`config.mk`:
```
export PLATFORM = sky130hd
export DESIGN_NAME = menu_ctrl
export DESIGN_NICKNAME = d
export VERILOG_FILES = /design/src/rtl/menu_pkg.sv /design/src/rtl/btn_conditioner.sv /design/src/rtl/menu_ctrl.sv
export SDC_FILE = /design/constraint.sdc
export NUM_CORES = 1
export LEC_CHECK = 0
export BUFFER_PORTS_ARGS = -buffer_cell sky130_fd_sc_hd__buf_2
export CAP_MARGIN = 20
export CORE_UTILIZATION = 27
export DETAILED_ROUTE_END_ITERATION = 10
export SLEW_MARGIN = 20
export SYNTH_ARGS = -nofsm -noshare
export SYNTH_HDL_FRONTEND = slang
export SYNTH_SLANG_ARGS = --single-unit
export TNS_END_PERCENT = 10
```
`constraint.sdc`:
```
create_clock -name clk -period 2.83 [get_ports clk]
set_input_delay 0 -clock clk [delete_from_list [all_inputs] [get_ports clk]]
set_output_delay 0 -clock clk [all_outputs]
set_load 0.005 [all_outputs]
```
`src/rtl/menu_pkg.sv`:
```
// menu_pkg: shared FSM state type, button indices and port-width helper for menu_ctrl
package menu_pkg;

    typedef enum logic [1:0] {IDLE, HELD, LONG} mode_state_t;

    localparam int BTN_MODE  = 0;
    localparam int BTN_SCALE = 1;
    localparam int BTN_HEX   = 2;

    // a select with a single legal value still gets a 1-bit port, held at 0
    function automatic int clog2_min1(input int n);
        return (n <= 2) ? 1 : $clog2(n);
    endfunction

endpackage

```
`src/rtl/btn_conditioner.sv`:
```
// btn_conditioner: 2-FF synchroniser, debouncer and registered 1-cycle rise/fall pulses for one raw button
//   clk, reset : system clock, asynchronous active-high reset
//   raw        : asynchronous button input
//   level      : debounced level
//   rise, fall : 1-cycle pulses, one cycle after level changes
module btn_conditioner #(
    parameter int DEBOUNCE_CYCLES = 400_000
) (
    input  logic clk,
    input  logic reset,
    input  logic raw,
    output logic level,
    output logic rise,
    output logic fall
);

    localparam int CW = $clog2(DEBOUNCE_CYCLES + 1);

    logic          s1, s2, level_q;
    logic [CW-1:0] cnt;

    // level follows s2 only after it has differed for DEBOUNCE_CYCLES consecutive cycles
    always_ff @(posedge clk or posedge reset) begin
        if (reset) begin
            s1      <= 1'b0;
            s2      <= 1'b0;
            level   <= 1'b0;
            level_q <= 1'b0;
            cnt     <= '0;
            rise    <= 1'b0;
            fall    <= 1'b0;
        end else begin
            s1      <= raw;
            s2      <= s1;
            level_q <= level;
            rise    <= level & ~level_q;
            fall    <= ~level & level_q;
            if (s2 == level) begin
                cnt <= '0;
            end else if (cnt == CW'(DEBOUNCE_CYCLES - 1)) begin
                level <= s2;
                cnt   <= '0;
            end else begin
                cnt <= cnt + 1'b1;
            end
        end
    end

endmodule

```
`src/rtl/menu_ctrl.sv`:
```
// menu_ctrl: three-button menu controller driving display mode, scale and hex/BCD selects
//   clk, reset   : system clock, asynchronous active-high reset
//   in_mode      : raw mode button (short press advances mode, long press restores defaults)
//   scale_val_in : raw scale button (press advances scale)
//   hex_BCD_in   : raw format button (press toggles hex/BCD)
//   out_sel      : display mode, scale_sel : scale index, hex_BCD_sel : 0 = hex, 1 = BCD
//   sel_changed  : 1-cycle strobe alongside any actual select change
module menu_ctrl import menu_pkg::*; #(
    parameter int   N_MODES           = 12,
    parameter int   N_SCALES          = 4,
    parameter int   DEBOUNCE_CYCLES   = 400_000,
    parameter int   LONG_PRESS_CYCLES = 100_000_000,
    parameter int   DEF_MODE          = 0,
    parameter int   DEF_SCALE         = 0,
    parameter logic DEF_HEX           = 1'b0
) (
    input  logic                             clk,
    input  logic                             reset,
    input  logic                             in_mode,
    input  logic                             scale_val_in,
    input  logic                             hex_BCD_in,
    output logic [clog2_min1(N_MODES)-1:0]   out_sel,
    output logic [clog2_min1(N_SCALES)-1:0]  scale_sel,
    output logic                             hex_BCD_sel,
    output logic                             sel_changed
);

    localparam int MW = clog2_min1(N_MODES);
    localparam int SW = clog2_min1(N_SCALES);
    localparam int HW = $clog2(LONG_PRESS_CYCLES + 1);

    logic [2:0]    raw_b, lvl, rise, fall;
    logic          unused;
    mode_state_t   state, state_n;
    logic [HW-1:0] hold_cnt;
    logic          restore, advance;
    logic [MW-1:0] mode_n;
    logic [SW-1:0] scale_n;
    logic          hex_n;

    assign raw_b  = {hex_BCD_in, scale_val_in, in_mode};
    assign unused = ^{lvl, fall[BTN_SCALE], fall[BTN_HEX]};

    for (genvar i = 0; i < 3; i++) begin : g_btn
        btn_conditioner #(.DEBOUNCE_CYCLES(DEBOUNCE_CYCLES)) u_btn (
            .clk   (clk),
            .reset (reset),
            .raw   (raw_b[i]),
            .level (lvl[i]),
            .rise  (rise[i]),
            .fall  (fall[i])
        );
    end

    // a release arriving in the same cycle the hold count tops out counts as a long press
    always_comb begin
        state_n = state;
        restore = 1'b0;
        advance = 1'b0;
        case (state)
            IDLE: state_n = rise[BTN_MODE] ? HELD : IDLE;
            HELD: begin
                restore = (hold_cnt == HW'(LONG_PRESS_CYCLES - 1));
                advance = !restore && fall[BTN_MODE];
                state_n = restore ? LONG : advance ? IDLE : HELD;
            end
            LONG:    state_n = fall[BTN_MODE] ? IDLE : LONG;
            default: state_n = IDLE;
        endcase
        mode_n  = restore ? MW'(DEF_MODE) :
                  advance ? ((out_sel == MW'(N_MODES - 1)) ? '0 : out_sel + 1'b1) : out_sel;
        scale_n = restore ? SW'(DEF_SCALE) :
                  rise[BTN_SCALE] ? ((scale_sel == SW'(N_SCALES - 1)) ? '0 : scale_sel + 1'b1) : scale_sel;
        hex_n   = restore ? DEF_HEX : hex_BCD_sel ^ rise[BTN_HEX];
    end

    // hold counter clears in IDLE, counts in HELD and saturates once LONG is reached
    always_ff @(posedge clk or posedge reset) begin
        if (reset) begin
            state       <= IDLE;
            hold_cnt    <= '0;
            out_sel     <= MW'(DEF_MODE);
            scale_sel   <= SW'(DEF_SCALE);
            hex_BCD_sel <= DEF_HEX;
            sel_changed <= 1'b0;
        end else begin
            state       <= state_n;
            hold_cnt    <= (state == IDLE) ? '0 : (state == HELD && !restore) ? hold_cnt + 1'b1 : hold_cnt;
            out_sel     <= mode_n;
            scale_sel   <= scale_n;
            hex_BCD_sel <= hex_n;
            sel_changed <= {mode_n, scale_n, hex_n} != {out_sel, scale_sel, hex_BCD_sel};
        end
    end

endmodule

```
==> out/results.tsv, run 1 <==
metric	value	unit
outcome	finished clean	
Seq cells post-synth	110	
H-Tree Level Count	3	
Antenna Cells	0	
Worst Path Buf+Inv	0	
RSZ-0062 raised after global routing	false	
hpwl dp	6.55	mm
max_cap viols	0	
reg2reg start	hold_cnt[9]	
Synth Area in Compound Gates	6.00	%
async set-reset flop share out of synthesis	100	%
Critical Path RT	3.08	ns
post_cts resized	0	
Layout Utilization	31.5	%
Bufs on Longest Clock Path	2	
Vias/cell	4.73	
clk slew on worst S/H paths	0.07	ns
Chip Height	140	µm
largest family of logic cells by synthesized area	simple AND/OR/NAND/NOR gates	
Design Area, Final	5890	µm²
hold path startpoint	in_mode	
ys flop type	dfrtp_1	
Hold EP	g_btn[0].u_btn.s1	
ANT nets after route	0	
final hold violation count	0	
via count	3658	
vias in the first global route	3500	
cells after synthesis	514	
Total GRT Usage	10.6	%
Register Area	2750	µm²
Sinks on Clock Net	110	
CTS buffer count	9	
DR iter-0 viols	161	
Post-layout nets	546	
wire length per cell	12.5	µm
Syn. warnings	0	
Setup Skew	0.00869	ns
initial antenna violation count	0	
top cell types by occurrence after synthesis	110 x dfrtp_1, 78 x nor2_1, 52 x nand2_1	
PwrDens	522	nW/µm²
IO Count	13	
die width	140	µm
most common cell in the netlist	dfrtp_1	
Port-buffer cells	12	
core area	18700	µm²
leakage	2.54	nW
# DRC	0	
FF-to-FF End	sel_changed	
placed cell area	5510	µm²
GRT Residual Overflow	0	
Syn Area/Cell	10.0	µm²
CTS tree	done	
fraction of layout cells with a size suffix above 1	7.96	%
Net Count, Synth	525	
final period utilization	88.4	%
die area	19600	µm²
synth top area cells	dfrtp_1 53%, xor2_1 6.8%, nor2_1 5.7%, nand3_1 4.3%, nand2_1 3.8%	
Arr. time, crit path	2.76	ns
cells on worst reg2reg path	5	
Setup Buffers After CTS	0	
drt first pass iters	4	
r2r setup slk	0.33	ns
CTS root buffer	clkbuf_16	
clock latency on the worst-skew pair	0.34	ns
max_slew headroom	45.1	%
WHS Path Cells	2	
Post-synth EDFFs	0	
largest area contributor in the netlist	dfrtp_1	
Synth Cell Area	5150	µm²
worst-path cell chain	or4b_1, or4_4, nor4_4, mux2_1, o211ai_1	
CP Class	flop to flop	
Fillers	1951	
Final Total Pwr	3.07	mW
f_max	400	MHz
Crit path largest cell delay	0.54	ns
Synth Area in Adders	1.46	%
Tmin final	2.50	ns
Hold Path Class	input port to flop	
worst-path fanout max	7	
xor/xnor share of the synthesized area	9.86	%
worst slew pin tran	0.822	ns
Seq/Total Area, Yosys	53.4	%
multiplexer share of the synthesized area	3.43	%
Post-CTS Hold Fix Bufs	4	
slowest CP cell	or4_4	
first-pass GRT wire length	17.0	mm
Initial Utilization	27.5	%
final RePlAce weighted congestion	0.785	
Final setup violation count	0	
critical path's top delay family	simple AND/OR/NAND/NOR gates	
post-synth top area share	53.4	%
Peak VDD IR	0.000302	V
CP Launch Type	flop	
routed wire length	9.65	mm
area delta synth->final	14.4	%
setup TNS	0	ns
CP endpoint kind	flop	
Synth Area in Simple Gates	24.0	%
max-slew violations	0	
Row Count	50	
area occupied by multi-input gates	2310	µm²
largest net degree at the start of global routing	54	
library cells used by synthesis	47	
layout make-up:
type,instances,share of cell area (%)
tap,234,4.97
inverter,13,0.892
sequential,110,46.7
clock inverter,3,1.10
clock buffer,13,4.59
multi-input combinational,380,39.2
timing repair buffer,21,2.55
power by group:
group          internal (mW)  total, mW  switching (mW)
Sequential              1.59       1.60          0.0148
Clock                  0.848       1.39           0.547
Combinational         0.0227     0.0780          0.0553
per-stage QoR:
step / setup WS [ns] / cells / hold slack, ns
finish: 0.328 / 774 / 0.298
global placement: 0.403 / 754 / 0.108
CTS: 0.311 / 774 / 0.288
global route: 0.191 / 774 / 0.298
floorplan: 0.498 / 514 / 0.0314
detailed placement: 0.319 / 754 / 0.113
flip-flops by register name, indices dropped and copies added, names as in the netlist:
| name | flops |
|---|---|
| g_btn.u_btn.cnt | 57 |
| g_btn.u_btn.fall | 1 |
| g_btn.u_btn.level | 3 |
| g_btn.u_btn.level_q | 3 |
| g_btn.u_btn.rise | 3 |
| g_btn.u_btn.s1 | 3 |
| g_btn.u_btn.s2 | 3 |
| hex_BCD_sel | 1 |
| hold_cnt | 27 |
| out_sel | 4 |
| scale_sel | 2 |
| sel_changed | 1 |
| state | 2 |
cells in the final DEF, fill, tap and decap left out, types with 2 or more instances in the layout:
master and instances:
xnor2_1 18, and4_1 3, mux2_2 4, and3_1 10, buf_2 12, mux2i_1 12
o31ai_1 8, dlygate4sd3_1 4, or3_1 3, xor2_1 40, a21oi_1 4, o21ai_0 10
buf_4 4, bufinv_16 2, o211ai_1 7, nor2b_1 6, nand2_1 52, or4_1 3
nor4_1 10, clkbuf_8 3, inv_1 12, nand3_1 44, dfrtp_1 110, nand4_1 18
or2_2 4, o41ai_1 2, nor3_1 14, clkbuf_16 9, a21o_1 3, ha_1 6
o21a_1 2, a32o_1 2, nor2_1 78
cell families after synthesis:
group / Yosys count
muxes: 17
xor gates and xnor gates: 58
DFF: 110
adders and majority gates: 6
AOI/OAI and AO/OA: 45
and+or+nand+nor: 254
buffers and inverters: 24
layer usage:
metal  part of all wire, %  track usage, %  up-vias
met5                     0               0        -
met4                   1.2            3.12        0
met3                   2.4            2.26        9
met2                    45            16.4       45
met1                    52            14.8     1755
li1                      -               -     1849
worst max-delay path by stage:
stage,start,end,slack [ns],cells past startpoint
after floorplan,hold_cnt[9],sel_changed,0.50,5
final,hold_cnt[9],sel_changed,0.33,5
after detailed placement,hold_cnt[9],sel_changed,0.32,5
after global placement,hold_cnt[9],sel_changed,0.40,5
after global routing,hold_cnt[9],sel_changed,0.19,5
after CTS,hold_cnt[9],sel_changed,0.31,5
No activity file was read; power rests on OpenSTA's default activity.
==> run 2, diff against run 1 <==
Settings changed: RECOVER_POWER set to 50.
==> out/results.tsv, run 2 (same netlist as run 1, synthesis figures left out) <==
metric	value	unit
Cell Count, Final, Fillers Out	774	
area delta synth->final	13.9	%
Final Total Pwr	3.07	mW
r2r setup slk	0.33	ns
CTS buffer count	9	
initial antenna violation count	0	
Bufs on Longest Clock Path	2	
failing checks	capacitance limit, slew limit	
net switching power	0.617	mW
Setup Buffers After CTS	0	
fraction of layout cells with a size suffix above 1	7.22	%
Fillers	1954	
vias in the first global route	3500	
Largest regs	g_btn.u_btn.cnt: 57 flops, hold_cnt: 27 flops, out_sel: 4 flops	
core area	18700	µm²
clk slew on worst S/H paths	0.07	ns
Chip Height	140	µm
Logic pwr share	2.4	%
worst-path fanout max	7	
hpwl dp	6.55	mm
worst slew pin tran	1.61	ns
final period utilization	88.5	%
largest net degree at the start of global routing	54	
Worst Setup Slack, final	0.327	ns
final hold violation count	0	
DR iter-0 viols	184	
FF-to-FF End	sel_changed	
worst-path cell chain	or4b_1, or4_4, nor4_4, mux2_1, o211ai_1	
CTS tree	done	
cells on worst reg2reg path	5	
RSZ-0062 raised after global routing	false	
f_max	399	MHz
critical path's top delay family	simple AND/OR/NAND/NOR gates	
Reg power frac	52.1	%
area occupied by multi-input gates	2310	µm²
critical path depth	5	
clock latency on the worst-skew pair	0.34	ns
PwrDens	523	nW/µm²
Port-buffer cells	12	
dpl cells	754	
setup TNS	0	ns
commonest cells after routing, fill and taps aside	110 x dfrtp_1, 78 x nor2_1, 52 x nand2_1	
Crit path largest cell delay	0.54	ns
Int Pwr	2.45	mW
max_cap viols	1	
slowest CP cell	or4_4	
Peak VDD IR	0.000301	V
wire length per cell	12.5	µm
Critical Path Start	hold_cnt[9]	
Initial Utilization	27.5	%
Post-layout nets	546	
die width	140	µm
Place WS	0.319	ns
Worst Path Buf+Inv	0	
Antenna Cells	0	
outcome	finished, violations left	
Arr. time, crit path	2.76	ns
via count	3655	
CP Class	flop to flop	
Row Count	50	
Hold Path Class	input port to flop	
Sinks on Clock Net	110	
Top reg by flops	g_btn.u_btn.cnt	
max FFs per register	57	
CTS root buffer	clkbuf_16	
Tmin final	2.50	ns
final RePlAce weighted congestion	0.785	
IO Count	13	
die area	19600	µm²
# DRC	0	
Vias/cell	4.72	
Sw Share	20.1	%
Critical Path RT	3.08	ns
GRT Residual Overflow	0	
H-Tree Level Count	3	
ANT nets after route	0	
Final setup violation count	0	
CP endpoint	sel_changed	
reg2reg start	hold_cnt[9]	
first-pass GRT wire length	17.0	mm
commonest non-fill, non-tap cell in the layout	dfrtp_1	
Clk pwr share	45.4	%
Total GRT Usage	10.6	%
routed wire length	9.67	mm
Setup Skew	0.00851	ns
drt first pass iters	4	
leakage	2.52	nW
CP Launch Type	flop	
max_slew headroom	-7.72	%
max-slew violations	38	
Register Area	2750	µm²
CP endpoint kind	flop	
## run 2: metrics by stage
| step | hold slack (ns) | utilization (%) | instance area [µm²] |
|---|---|---|---|
| 6_report | 0.298 | 31.4 | 5870 |
| 5_1_grt | 0.298 | 31.4 | 5870 |
| 4_1_cts | 0.288 | 31.5 | 5890 |
| 3_5_place_dp | 0.113 | 29.5 | 5510 |
| 3_3_place_gp | 0.108 | 29.5 | 5510 |
| 2_1_floorplan | 0.0314 | - | 5150 |
## run 2: power groups by stage
| stage | sequential, mW | clock [mW] | combinational (mW) |
|---|---|---|---|
| 2_1_floorplan | 1.63 | 0 | 0.0544 |
| 3_3_place_gp | 1.63 | 0 | 0.0769 |
| 3_5_place_dp | 1.63 | 0 | 0.0773 |
| 4_1_cts | 1.60 | 1.44 | 0.0817 |
| 5_1_grt | 1.60 | 1.50 | 0.0905 |
| 6_report | 1.60 | 1.40 | 0.0748 |
## run 2: layout make-up
| type | instances | area share, % |
|---|---|---|
| clock inverters | 3 | 1.11 |
| flip-flops and latches | 110 | 46.9 |
| repair buffers | 21 | 2.22 |
| well taps | 234 | 4.99 |
| multi-input cells | 380 | 39.3 |
| inverters | 13 | 0.853 |
| clock buffers | 13 | 4.61 |
## run 2: worst reg2reg max path: cells and delay by family (launching register included)
| kind | cells | cell delay (ns) |
|---|---|---|
| multiplexers | 1 | 0.36 |
| flip-flops | 1 | 0.44 |
| AND/OR/NAND/NOR | 3 | 1.44 |
| AO/OA/AOI/OAI | 1 | 0.18 |
## run 2: how the worst min path moves through the flow
stage	slack (ns)	cells past startpoint	end	from
detailed placement	0.11	1	g_btn[0].u_btn.s1	in_mode
global route	0.30	2	g_btn[0].u_btn.s1	in_mode
finish	0.30	2	g_btn[0].u_btn.s1	in_mode
global placement	0.11	1	g_btn[1].u_btn.s1	scale_val_in
floorplan	0.03	0	g_btn[0].u_btn.s1	in_mode
CTS	0.29	2	g_btn[2].u_btn.s1	hex_BCD_in
## run 2: timing repair
item | CTS | global route
endpoints found under the setup margin | 0 | 0
resized for setup | 0 | 0
endpoints found under the hold margin | 38 | 0
hold buffers | 4 | 0
## run 2: routing by layer
| layer | GRT usage, % | part of all wire, % | vias up |
|---|---|---|---|
| li1 | - | - | 1845 |
| met1 | 14.8 | 52 | 1760 |
| met2 | 16.4 | 45 | 41 |
| met3 | 2.26 | 2.2 | 9 |
| met4 | 3.12 | 1.2 | 0 |
| met5 | 0 | 0 | - |
==> run 3, diff against run 2 <==
Settings changed: SYNTH_HIERARCHICAL set to 1.
==> out/results.tsv, run 3 <==
metric	value	unit
outcome	finished clean	
Total GRT Usage	10.5	%
Synth Cell Area	5540	µm²
Hold EP	g_btn[2].u_btn/s1	
max_slew headroom	37.6	%
max FFs per register	57	
via count	3860	
r2r setup slk	0.68	ns
max-slew violations	0	
CTS tree	done	
GRT Residual Overflow	0	
clock latency on the worst-skew pair	0.36	ns
vias in the first global route	3779	
# DRC	0	
CP endpoint kind	flop	
Place WS	0.697	ns
Bufs on Longest Clock Path	2	
Post-layout nets	569	
area delta synth->final	12.7	%
critical path's top delay family	compound AO/OA/AOI/OAI gates	
Syn Area/Cell	10.3	µm²
reg2reg start	hold_cnt[11]	
hold path startpoint	hex_BCD_in	
PwrDens	472	nW/µm²
worst-path fanout max	20	
Peak VDD IR	0.000258	V
Chip Height	145	µm
hold_ws	0.284	ns
Sinks on Clock Net	110	
hpwl dp	7.06	mm
cells on worst reg2reg path	5	
first-pass GRT wire length	18.1	mm
wire length per cell	12.3	µm
post_cts resized	0	
Arr. time, crit path	2.40	ns
Setup Skew	0.0159	ns
Final Total Pwr	2.95	mW
commonest cells after routing, fill and taps aside	110 x dfrtp_1, 75 x nor2_1, 51 x nand2_1	
worst-path cell chain	nor4b_2, nand3_1, o31ai_4, mux2i_1, a21o_1	
Crit path largest cell delay	0.67	ns
RSZ-0062 raised after global routing	false	
Row Count	52	
H-Tree Level Count	3	
Critical Path RT	3.08	ns
max_cap viols	0	
f_max	466	MHz
largest net degree at the start of global routing	38	
Hold Path Class	input port to flop	
Layout Utilization	30.9	%
slowest CP cell	o31ai_4	
Initial Utilization	27.4	%
IO Count	13	
CTS root buffer	clkbuf_16	
Net Count, Synth	548	
placed cell area	5900	µm²
cells after synthesis	537	
fraction of layout cells with a size suffix above 1	9.06	%
DR iter-0 viols	150	
setup TNS	0	ns
die area	21100	µm²
Setup Buffers After CTS	0	
leakage	2.56	nW
final hold violation count	0	
Final setup violation count	0	
CP Launch Type	flop	
worst slew pin tran	0.935	ns
commonest non-fill, non-tap cell in the layout	dfrtp_1	
initial antenna violation count	0	
clk slew on worst S/H paths	0.08	ns
CTS buffer count	9	
final RePlAce weighted congestion	0.763	
Top reg by flops	g_btn.u_btn/cnt	
Design Area, Final	6240	µm²
routed wire length	10.2	mm
ANT nets after route	0	
drt first pass iters	4	
Port-buffer cells	12	
Cell Count, Final, Fillers Out	833	
FF-to-FF End	hold_cnt[2]	
Worst Setup Slack, final	0.683	ns
Vias/cell	4.63	
dpl cells	813	
Tmin final	2.15	ns
WHS Path Cells	2	
Syn. warnings	6	
Antenna Cells	0	
CP Class	flop to flop	
Largest regs	g_btn.u_btn/cnt: 57 flops, hold_cnt: 27 flops, out_sel: 4 flops	
final period utilization	75.8	%
die width	145	µm
core area	20200	µm²
Worst Path Buf+Inv	0	
==> run 3: worst reg2reg max path: cells and delay by family (launching register included) <==
kind | cells | cell delay, ns
flip-flops | 1 | 0.44
multiplexers | 1 | 0.16
AND/OR/NAND/NOR | 2 | 0.57
AO/OA/AOI/OAI | 2 | 0.87
==> run 3: report_power, final <==
group / leakage (nW) / switching (mW) / internal [mW]
clock: 0.148 / 0.640 / 0.627
sequential: 1.52 / 0.0136 / 1.58
combinational: 0.895 / 0.0582 / 0.0215
total: 2.56 / 0.712 / 2.23
==> run 3: repair_timing <==
action / 4_1_cts / 5_1_grt
endpoints found under the setup margin: 0 / 0
hold endpoints to repair: 113 / 0
hold buffers: 4 / 0
==> run 3: how the worst max path moves through the flow <==
stage | cells past startpoint | startpoint | end
2_1_floorplan | 7 | hold_cnt[11] | hold_cnt[3]
3_3_place_gp | 5 | hold_cnt[11] | hold_cnt[2]
3_5_place_dp | 5 | hold_cnt[11] | hold_cnt[2]
4_1_cts | 5 | hold_cnt[11] | hold_cnt[2]
5_1_grt | 5 | hold_cnt[11] | hold_cnt[4]
6_report | 5 | hold_cnt[11] | hold_cnt[2]
==> run 3: metal layers <==
layer  global-route usage (%)  wire (µm)
met1                     13.7       5120
met2                     16.9       4740
met3                     2.67        255
met4                     3.63        138
met5                        0          0
==> run 3: area by class of cell <==
type	count	area, µm²
clock inverters	7	78.8
clock buffers	9	225
inverters	19	71.3
well taps	270	338
flip-flops and latches	110	2750
multi-input cells	400	2660
repair buffers	18	108
fillers	2112	13900
